===== config.mk =====
export PLATFORM = sky130hd
export DESIGN_NAME = rv_multicycle_ctrl
export DESIGN_NICKNAME = d
export VERILOG_FILES = /design/src/rtl/rv_ctrl_pkg.sv /design/src/rtl/rv_alu_decoder.sv /design/src/rtl/rv_multicycle_ctrl.sv
export SDC_FILE = /design/constraint.sdc
export NUM_CORES = 1
export LEC_CHECK = 0
export ABC_AREA = 1
export CORE_MARGIN = 3
export CORE_UTILIZATION = 36
export DETAILED_ROUTE_END_ITERATION = 8
export HOLD_SLACK_MARGIN = 0.1
export PLACE_DENSITY = 0.76
export SLEW_MARGIN = 20
export SYNTH_ARGS = -nofsm -noshare
export SYNTH_HDL_FRONTEND = slang
export SYNTH_SLANG_ARGS = --single-unit

===== constraint.sdc =====
create_clock -name clk -period 1.65 [get_ports clk]
set_input_delay 0.33 -clock clk [delete_from_list [all_inputs] [get_ports clk]]
set_output_delay 0.33 -clock clk [all_outputs]
set_load 0.005 [all_outputs]

===== src/rtl/rv_ctrl_pkg.sv =====
// Shared encodings for the RV32 control units: opcodes, ALU/immediate codes,
// datapath mux selects and the multicycle FSM state set.
package rv_ctrl_pkg;

    localparam logic [6:0] OP_LOAD   = 7'b0000011;
    localparam logic [6:0] OP_STORE  = 7'b0100011;
    localparam logic [6:0] OP_RTYPE  = 7'b0110011;
    localparam logic [6:0] OP_ITYPE  = 7'b0010011;
    localparam logic [6:0] OP_BRANCH = 7'b1100011;

    localparam logic [2:0] ALU_ADD = 3'b000;
    localparam logic [2:0] ALU_SUB = 3'b010;
    localparam logic [2:0] ALU_SLL = 3'b001;
    localparam logic [2:0] ALU_XOR = 3'b100;
    localparam logic [2:0] ALU_SRL = 3'b101;
    localparam logic [2:0] ALU_OR  = 3'b110;
    localparam logic [2:0] ALU_AND = 3'b111;

    localparam logic [1:0] IMM_I = 2'b00;
    localparam logic [1:0] IMM_S = 2'b01;
    localparam logic [1:0] IMM_B = 2'b10;

    localparam logic [1:0] RES_ALUOUT = 2'b00;
    localparam logic [1:0] RES_DATA   = 2'b01;
    localparam logic [1:0] RES_ALU    = 2'b10;

    localparam logic [1:0] SRCA_PC    = 2'b00;
    localparam logic [1:0] SRCA_OLDPC = 2'b01;
    localparam logic [1:0] SRCA_RS1   = 2'b10;

    localparam logic [1:0] SRCB_RS2  = 2'b00;
    localparam logic [1:0] SRCB_IMM  = 2'b01;
    localparam logic [1:0] SRCB_FOUR = 2'b10;

    localparam logic [2:0] F3_BEQ = 3'b000;
    localparam logic [2:0] F3_BNE = 3'b001;
    localparam logic [2:0] F3_BLT = 3'b100;

    typedef enum logic [1:0] {
        ALUOP_ADD   = 2'b00,
        ALUOP_SUB   = 2'b01,
        ALUOP_FUNCT = 2'b10
    } aluop_t;

    typedef enum logic [3:0] {
        S_FETCH    = 4'd0,
        S_DECODE   = 4'd1,
        S_MEMADR   = 4'd2,
        S_MEMREAD  = 4'd3,
        S_MEMWB    = 4'd4,
        S_MEMWRITE = 4'd5,
        S_EXEC_R   = 4'd6,
        S_EXEC_I   = 4'd7,
        S_ALUWB    = 4'd8,
        S_BRANCH   = 4'd9
    } state_t;

    function automatic logic op_known(input logic [6:0] op);
        return (op == OP_LOAD) || (op == OP_STORE) || (op == OP_RTYPE) ||
               (op == OP_ITYPE) || (op == OP_BRANCH);
    endfunction

    function automatic logic branch_taken(input logic [2:0] f3, input logic zero,
                                          input logic sign);
        case (f3)
            F3_BEQ:  return zero;
            F3_BNE:  return ~zero;
            F3_BLT:  return sign;
            default: return 1'b0;
        endcase
    endfunction

endpackage


===== src/rtl/rv_alu_decoder.sv =====
// Combinational ALU decoder: maps ALUOp plus funct fields to the ALUControl code.
// Shared between the single-cycle and multicycle control units.
module rv_alu_decoder
    import rv_ctrl_pkg::*;
(
    input  aluop_t     i_alu_op,
    input  logic [2:0] i_funct3,
    input  logic       i_funct7,
    input  logic       i_op5,
    output logic [2:0] o_alu_control
);

    always_comb begin
        o_alu_control = ALU_ADD;
        case (i_alu_op)
            ALUOP_ADD: o_alu_control = ALU_ADD;
            ALUOP_SUB: o_alu_control = ALU_SUB;
            ALUOP_FUNCT: begin
                case (i_funct3)
                    // I-type has no subtract: funct7 is immediate bits there
                    3'b000:  o_alu_control = (i_op5 && i_funct7) ? ALU_SUB : ALU_ADD;
                    3'b001:  o_alu_control = ALU_SLL;
                    3'b100:  o_alu_control = ALU_XOR;
                    3'b101:  o_alu_control = ALU_SRL;
                    3'b110:  o_alu_control = ALU_OR;
                    3'b111:  o_alu_control = ALU_AND;
                    default: o_alu_control = ALU_ADD;
                endcase
            end
            default: o_alu_control = ALU_ADD;
        endcase
    end

endmodule


===== src/rtl/rv_multicycle_ctrl.sv =====
// Main FSM controller of the multicycle RV32 core: sequences the shared
// datapath through fetch/decode/execute/memory/writeback with a memory handshake.
module rv_multicycle_ctrl
    import rv_ctrl_pkg::*;
#(
    parameter logic [3:0] RST_STATE = 4'd0
) (
    input  logic       clk,
    input  logic       rst,
    input  logic [6:0] OP,
    input  logic [2:0] funct3,
    input  logic       funct7,
    input  logic       zero,
    input  logic       sign,
    input  logic       mem_ready,
    output logic       PCWrite,
    output logic       AdrSrc,
    output logic       MemRead,
    output logic       MemWrite,
    output logic       IRWrite,
    output logic [1:0] ResultSrc,
    output logic [1:0] ALUSrcA,
    output logic [1:0] ALUSrcB,
    output logic [1:0] ImmSrc,
    output logic       RegWrite,
    output logic [2:0] ALUControl,
    output logic       retire,
    output logic [3:0] state
);

    state_t r_state;
    aluop_t w_alu_op;

    always_ff @(posedge clk or posedge rst) begin
        if (rst) begin
            r_state <= state_t'(RST_STATE);
        end else begin
            case (r_state)
                S_FETCH:    if (mem_ready) r_state <= S_DECODE;
                S_DECODE: begin
                    case (OP)
                        OP_LOAD, OP_STORE: r_state <= S_MEMADR;
                        OP_RTYPE:          r_state <= S_EXEC_R;
                        OP_ITYPE:          r_state <= S_EXEC_I;
                        OP_BRANCH:         r_state <= S_BRANCH;
                        default:           r_state <= S_FETCH;
                    endcase
                end
                S_MEMADR:   r_state <= (OP == OP_STORE) ? S_MEMWRITE : S_MEMREAD;
                S_MEMREAD:  if (mem_ready) r_state <= S_MEMWB;
                S_MEMWB:    r_state <= S_FETCH;
                S_MEMWRITE: if (mem_ready) r_state <= S_FETCH;
                S_EXEC_R,
                S_EXEC_I:   r_state <= S_ALUWB;
                S_ALUWB:    r_state <= S_FETCH;
                S_BRANCH:   r_state <= S_FETCH;
                default:    r_state <= S_FETCH;
            endcase
        end
    end

    always_comb begin
        PCWrite   = 1'b0;
        AdrSrc    = 1'b0;
        MemRead   = 1'b0;
        MemWrite  = 1'b0;
        IRWrite   = 1'b0;
        ResultSrc = RES_ALUOUT;
        ALUSrcA   = SRCA_PC;
        ALUSrcB   = SRCB_RS2;
        ImmSrc    = IMM_I;
        RegWrite  = 1'b0;
        retire    = 1'b0;
        w_alu_op  = ALUOP_ADD;
        case (r_state)
            S_FETCH: begin
                MemRead   = 1'b1;
                IRWrite   = mem_ready;
                PCWrite   = mem_ready;
                ALUSrcB   = SRCB_FOUR;
                ResultSrc = RES_ALU;
            end
            S_DECODE: begin
                // Branch target OldPC+immB is precomputed into ALUOut here
                ALUSrcA = SRCA_OLDPC;
                ALUSrcB = SRCB_IMM;
                ImmSrc  = IMM_B;
                retire  = ~op_known(OP);
            end
            S_MEMADR: begin
                ALUSrcA = SRCA_RS1;
                ALUSrcB = SRCB_IMM;
                ImmSrc  = (OP == OP_STORE) ? IMM_S : IMM_I;
            end
            S_MEMREAD: begin
                AdrSrc  = 1'b1;
                MemRead = 1'b1;
            end
            S_MEMWB: begin
                ResultSrc = RES_DATA;
                RegWrite  = 1'b1;
                retire    = 1'b1;
            end
            S_MEMWRITE: begin
                AdrSrc   = 1'b1;
                MemWrite = 1'b1;
                retire   = mem_ready;
            end
            S_EXEC_R: begin
                ALUSrcA  = SRCA_RS1;
                ALUSrcB  = SRCB_RS2;
                w_alu_op = ALUOP_FUNCT;
            end
            S_EXEC_I: begin
                ALUSrcA  = SRCA_RS1;
                ALUSrcB  = SRCB_IMM;
                w_alu_op = ALUOP_FUNCT;
            end
            S_ALUWB: begin
                RegWrite = 1'b1;
                retire   = 1'b1;
            end
            S_BRANCH: begin
                ALUSrcA  = SRCA_RS1;
                ALUSrcB  = SRCB_RS2;
                w_alu_op = ALUOP_SUB;
                PCWrite  = branch_taken(funct3, zero, sign);
                retire   = 1'b1;
            end
            default: ;
        endcase
        // Enables are masked while reset is held so an aborted access cannot write
        if (rst) begin
            PCWrite  = 1'b0;
            MemRead  = 1'b0;
            MemWrite = 1'b0;
            IRWrite  = 1'b0;
            RegWrite = 1'b0;
            retire   = 1'b0;
        end
    end

    rv_alu_decoder u_alu_decoder (
        .i_alu_op      (w_alu_op),
        .i_funct3      (funct3),
        .i_funct7      (funct7),
        .i_op5         (OP[5]),
        .o_alu_control (ALUControl)
    );

    assign state = r_state;

endmodule


==> flow_summary.yaml, run 1 <==
logic_synthesis:
  synth_nets: 125
  seq_area_frac_synth_pct: 16.6
  ys_types: 21
  avgSynthCellArea_sq_um: 5.64
  syn_inst: 107
  synth_common_cells: "24 x inv_1, 24 x nand2_1, 16 x nor2_1"
  yosys_most_used_dff: "dfrtp_1"
  synth_seq_cells: 4
  yosys-top-cells-area: "dfrtp_1 17%, inv_1 15%, nand2_1 15%"
  yosysTopAreaCell: "dfrtp_1"
  synth_top_area_share_pct: 16.6
  synthesis.area_sq_um: 603
  synthArstFlopShare_pct: 100
  ys.warnings.count: 0
  synth_edf_count: 0
cts:
  clock_sinks: 4
  htree_levels: 1
  cts-root-buf: "clkbuf_4"
  clk_path_buf_depth: 2
  cts_buffers: 3
  ctsHoldBuffers: 0
timing:
  endpoint_type: "primary output"
  crit_endpoint: "retire"
grt:
  grt_max_degree: 8
placement:
  place_hpwl_mm: 1.94
  portBuffers: 37
  place_ws_ps: -604
  gp_congestion: 0.863
  place_area_sq_mm: 0.00123
die:
  start_util_pct: 39.1
  rows: 14
  ios: 38
  fp.dieW_um: 46.9
  die_y_um: 46.9
run_status:
  haltStage: "global routing (5_1_grt)"
  status: "stopped before the end"
  firstError: "[ERROR DPL-0038] Utilization greater than 100%, impossible to legalize"
what timing repair did:
item                       in CTS
setup endpoints to repair      18
pin swaps                      13
gates resized for setup       123
setup buffers                  19
gates cloned                    0
stage by stage:
stage	TNS [ps]	hold slack, ps	std cells
after floorplan	0	96.1	107
after global placement	-4800	711	191
after detailed placement	-5260	726	191
after CTS	-1950	479	213
cell families after synthesis:
| family | after synthesis | share of synthesized area (%) |
|---|---|---|
| AO/OA/AOI/OAI | 8 | 8.09 |
| AND/OR/NAND/NOR | 67 | 55.0 |
| flip-flops | 4 | 16.6 |
| adder cells (fa/ha/maj) | 2 | 4.15 |
| buffers and inverters | 26 | 16.2 |
==> inputs of run 2 (changes only) <==
--- a/config.mk
+++ b/config.mk
@@ -6,11 +6,10 @@
 export NUM_CORES = 1
 export LEC_CHECK = 0
 export ABC_AREA = 1
-export CORE_MARGIN = 3
-export CORE_UTILIZATION = 36
+export CORE_AREA = 3 3 64 66
 export DETAILED_ROUTE_END_ITERATION = 8
-export HOLD_SLACK_MARGIN = 0.1
-export PLACE_DENSITY = 0.76
+export DIE_AREA = 0 0 67 69
+export PLACE_DENSITY_LB_ADDON = 0.15
 export SLEW_MARGIN = 20
 export SYNTH_ARGS = -nofsm -noshare
 export SYNTH_HDL_FRONTEND = slang
==> run 2 against run 1 <==
The flow now finishes, with violations (setup timing). Synthesized cell count did not move. Area after synthesis did not move.
==> flow_summary.yaml, run 2 <==
worst_setup_path:
  arrival_ps: 1510
  end_kind: "output port"
  critPathKind: "flip-flop to output port"
  critPathMaxFanout: 3
  cp.required_ps: 1320
  cp-start-kind: "flip-flop"
route:
  vias: 968
  antenna_left: 0
  drt-total-wl_mm: 2.55
  route.detailed.drc: 0
  drt_first_pass_iters: 4
  drtIter0Drc: 23
  wl_per_cell_um: 10.5
  vias_per_cell: 3.98
power_and_ir_drop:
  irDropWorstVdd_mv: 0.370
  sw_frac_of_total_pct: 38.8
  powerDensity_mw_per_mm2: 1030
  clockPowerShare_pct: 12.1
  p_sw_uw: 636
  leakagePower_uw: 0.000847
  p_int_uw: 1010
  p_comb_share_pct: 79.0
  seqPwrFrac_pct: 8.9
cts:
  cts_tree: "built"
  ctsHoldBuffers: 0
  clk_path_buf_depth: 2
  clock_latency_ps: 210
  cts_buffers: 3
  clock_sinks: 4
  htree_levels: 1
  cts-root-buf: "clkbuf_8"
  clk_pin_slew_ps: 30
final_layout:
  final_area_sq_mm: 0.00159
  layout_common_cells: "33 x buf_4, 21 x buf_6, 18 x nand2_1"
  multiInputGateArea_sq_um: 548
  drive_gt1_share_pct: 58.5
  areaGrowthSynthToFinish_pct: 163
  nets: 215
  final_util_pct: 43.7
  finalNonFillerCells: 243
  nFillCells: 399
  antenna_cells: 0
  final_common_cell: "buf_4"
  regArea_sq_um: 100
  largest_reg_flops: 4
logic_synthesis:
  synthArstFlopShare_pct: 100
  ys_types: 21
  synth_edf_count: 0
  syn_inst: 107
  synth_common_cells: "24 x inv_1, 24 x nand2_1, 16 x nor2_1"
  seq_area_frac_synth_pct: 16.6
  ys.warnings.count: 0
  synthesis.area_sq_um: 603
  synth_top_area_share_pct: 16.6
  synth_seq_cells: 4
  avgSynthCellArea_sq_um: 5.64
  synth_nets: 125
  yosys_most_used_dff: "dfrtp_1"
  yosysTopAreaCell: "dfrtp_1"
  yosys-top-cells-area: "dfrtp_1 17%, inv_1 15%, nand2_1 15%"
die:
  die_y_um: 69
  rows: 22
  die_area_sq_mm: 0.00462
  core_area_sq_mm: 0.00363
  fp.dieW_um: 67
  ios: 38
  start_util_pct: 16.6
timing:
  setup_violations: 14
  fin_crit_sh_pct: 112
  slew_viol_final: 0
  worst_slack_ps: -193
  rsz0062_at_grt: "yes"
  hold_viol: 0
  max_slew_margin_pct: 80.5
  tightest_slew_ps: 292
  fin_crit_ps: 1840
  fmax_mhz: 543
  finClkSkew_ps: 2.95
  tns_ps: -1660
run:
  drv_cap: 0
placement:
  numPlacedInstances: 224
  gp_congestion: 0.739
  place_hpwl_mm: 1.95
  place_area_sq_mm: 0.00127
  portBuffers: 37
grt:
  grt_pass1_vias: 951
  grt_pass1_wl_mm: 4.08
  antenna_found_initial: 0
  grt_max_degree: 8
  grt_usage_pct: 11.3
  grt.overflow.total: 0
hold_path:
  hp-class: "input pin to asynchronous set/reset pin"
run_status:
  status: "finished with violations"
  violations: "setup timing"
run 2: cell counts after synthesis:
Identical to the previous run, type by type.
run 2: power groups by stage:
stage / clock network, uW / registers (uW) / logic (uW)
floorplan: 0 / 166 / 362
global route: 215 / 149 / 1410
CTS: 208 / 143 / 1090
detailed placement: 0 / 143 / 1010
finish: 199 / 146 / 1300
global placement: 0 / 142 / 1000
run 2: path summary, 6_finish.rpt:
| path | cells after the start | from | slack, ps | endpoint |
|---|---|---|---|---|
| max in group asynchronous | 3 | rst | 850 | state[0] |
| setup / recovery | 6 | state[2] | -190 | ALUControl[0] |
| setup reg to reg | 10 | state[3] | 70 | state[1] |
| min in group clk | 5 | OP[4] | 650 | state[2] |
| hold / removal | 3 | rst | 650 | state[3] |
| hold reg to reg | 3 | state[0] | 860 | state[1] |
run 2: layout make-up:
class	instances	area share (%)
Tap cell	48	3.78
Sequential cell	4	6.30
Multi-Input combinational cell	77	34.5
Clock buffer	3	2.60
Inverter	26	6.46
Timing Repair Buffer	85	46.3
run 2: routing by layer:
metal / GRT usage (%) / up-vias / part of all wire [%]
met5: 0 / - / 0
met3: 2.61 / 4 / 5.8
met1: 13.2 / 425 / 42
met2: 19.7 / 28 / 51
met4: 3.38 / 0 / 1.1
li1: - / 511 / -
run 2: cell families after synthesis:
group / count (synthesis) / share of synthesized area, %
buffers and inverters: 26 / 16.2
AO/OA/AOI/OAI: 8 / 8.09
adder cells (fa/ha/maj): 2 / 4.15
AND/OR/NAND/NOR: 67 / 55.0
flip-flops: 4 / 16.6
run 2: critical path, cell delays in order, from the launching register on:
cell and delay [ps]:
dfrtp_1 410, buf_6 140, nor2_4 100, nand2_4 80
ha_4 240, a211oi_2 180, buf_2 140
run 2: through the flow:
step | setup WS, ps | hold WS [ps] | power [uW]
floorplan | 12.1 | 96.1 | 528
global placement | -534 | 803 | 1140
detailed placement | -571 | 824 | 1150
CTS | -208 | 639 | 1440
global route | -297 | 676 | 1770
finish | -193 | 647 | 1640
run 2: repair_timing:
item,in CTS,in global routing
endpoints found under the setup margin,18,19
resized for setup,120,24
setup buffers,11,6
pin swaps,17,10
Note: power is estimated with default switching activity, not from simulation.
==> inputs of run 3 (changes only) <==
==> constraint.sdc (replaced) <==
create_clock -name clk -period 1.65 [get_ports clk]
set_input_delay 0.33 -clock clk [delete_from_list [all_inputs] [get_ports clk]]
set_output_delay 0.33 -clock clk [all_outputs]
set_load 0.02 [all_outputs]
==> run 3 against run 2 <==
Highest routed layer is now met3. Cell area grew 2.9%. Hold slack lost 180 ps. Largest power group unchanged. Sequential share of layout area grew 0.13 points. The run still ends with setup timing left. Critical endpoint is now ALUControl[1].
==> flow_summary.yaml, run 3 (same netlist as run 2, synthesis figures left out) <==
worst_setup_path:
  critPathBufInv: 2
  r2r_setup_slack_ps: 120
  cp.required_ps: 1320
  critPathMaxStageDelay_ps: 420
  path_cells: "inv_4 -> nand2_4 -> nor2_4 -> ha_4 -> nand4_1 -> a31oi_4 -> buf_6"
  cp_slowest_cell: "dfrtp_2"
  critPathMaxFanout: 3
  arrival_ps: 1530
  critPathTopFamily: "flip-flops"
  cp-start-kind: "flip-flop"
  end_kind: "output port"
  critPathKind: "flip-flop to output port"
timing:
  setup_violations: 15
  tightest_slew_ps: 222
  fmax_mhz: 537
  slew_viol_final: 0
  hold_viol: 0
  rsz0062_at_grt: "yes"
  max_slew_margin_pct: 85.1
  tns_ps: -1920
  finClkSkew_ps: 3.22
  worst_slack_ps: -212
  fin_crit_sh_pct: 113
  fin_crit_ps: 1860
final_layout:
  antenna_cells: 0
  nFillCells: 378
  layout_common_cells: "39 x buf_4, 22 x buf_6, 18 x nand2_1"
  largest_reg_flops: 4
  areaGrowthSynthToFinish_pct: 171
  final_common_cell: "buf_4"
  drive_gt1_share_pct: 62.1
  nets: 210
  final_area_sq_mm: 0.00163
power_and_ir_drop:
  powerDensity_mw_per_mm2: 1120
  leakagePower_uw: 0.000835
  irDropWorstVdd_mv: 0.461
cts:
  clock_sinks: 4
  cts_buffers: 3
  htree_levels: 1
  ctsHoldBuffers: 0
  cts-root-buf: "clkbuf_8"
  clk_path_buf_depth: 2
  clock_latency_ps: 220
  cts_tree: "built"
  clk_pin_slew_ps: 30
route:
  route.detailed.drc: 0
  antenna_left: 0
  drt_first_pass_iters: 4
  vias_per_cell: 4.00
  vias: 951
  drtIter0Drc: 49
  wl_per_cell_um: 10.6
  drt-total-wl_mm: 2.53
placement:
  place_hpwl_mm: 2.00
  gp_congestion: 0.826
  place_area_sq_mm: 0.00138
  portBuffers: 37
die:
  fp.dieW_um: 67
  core_area_sq_mm: 0.00363
  start_util_pct: 16.6
  rows: 22
  die_y_um: 69
  die_area_sq_mm: 0.00462
  ios: 38
hold_path:
  hp-class: "input pin to asynchronous set/reset pin"
grt:
  antenna_found_initial: 0
  grt_pass1_vias: 914
  grt.overflow.total: 0
  grt_usage_pct: 10.8
  grt_max_degree: 7
  grt_pass1_wl_mm: 4.00
run_status:
  violations: "setup timing"
  status: "finished with violations"
run:
  drv_cap: 0
run 3: cell types whose count changed in the layout (fill, tap and decap cells not counted), moves of 2 or more:
cell	change
buf_2	-10
nor2_2	+2
inv_4	+3
dfrtp_1	-4
buf_4	+6
nor2_1	-2
a31oi_1	-2
a21oi_2	-2
inv_2	-2
dfrtp_2	+4
run 3: final cells by class:
class                      instances  area [sq um]  share of cell area [%]
clock buffer                       3          41.3                    2.53
tap                               48          60.1                    3.68
sequential                         4           105                    6.43
inverter                          26           110                    6.74
timing repair buffer              80           721                    44.1
multi-input combinational         77           597                    36.5
run 3: per-stage QoR:
stage	utilization (%)	instances	power, uW	worst slack, ps	hold WS [ps]
2_1_floorplan	-	107	742	-24.3	96.1
3_5_place_dp	38.0	227	1380	-750	695
6_report	45.0	238	1840	-212	466
4_1_cts	40.3	233	1620	-210	462
5_1_grt	45.0	238	1970	-283	502
3_3_place_gp	38.0	227	1380	-709	707
run 3: worst reg2reg max path: cells and delay by family (launching register included):
family | cells | cell delay (ps)
AOI/OAI and AO/OA | 1 | 40
buffers and inverters | 4 | 450
and+or+nand+nor | 5 | 490
DFF | 1 | 440
run 3: repair_timing:
action                     in CTS  in global routing
setup endpoints to repair      20                 18
resized for setup             123                 35
setup buffers                   3                  5
pin swaps                       8                  9
run 3: final timing paths:
check	cells past startpoint	from	endpoint
worst max-delay path	7	state[3]	ALUControl[1]
worst min-delay path	3	rst	state[2]
worst max register to register	10	state[2]	state[2]
worst min register to register	5	state[1]	state[3]
max in group asynchronous	3	rst	state[0]
min in group clk	5	OP[4]	state[2]
run 3: power by group:
group | internal, uW | switching (uW) | total (uW)
Sequential | 126 | 43.4 | 170
Clock | 155 | 47.9 | 203
Combinational | 721 | 744 | 1470
Total | 1000 | 835 | 1840
run 3: layer usage:
layer	GRT usage (%)	routed length, um	vias up	part of all wire [%]
li1	-	-	503	-
met1	14.6	1100	422	44
met2	17.9	1300	26	52
met3	2.28	126	0	5.0
met4	1.35	0	0	0
met5	0	0	-	0
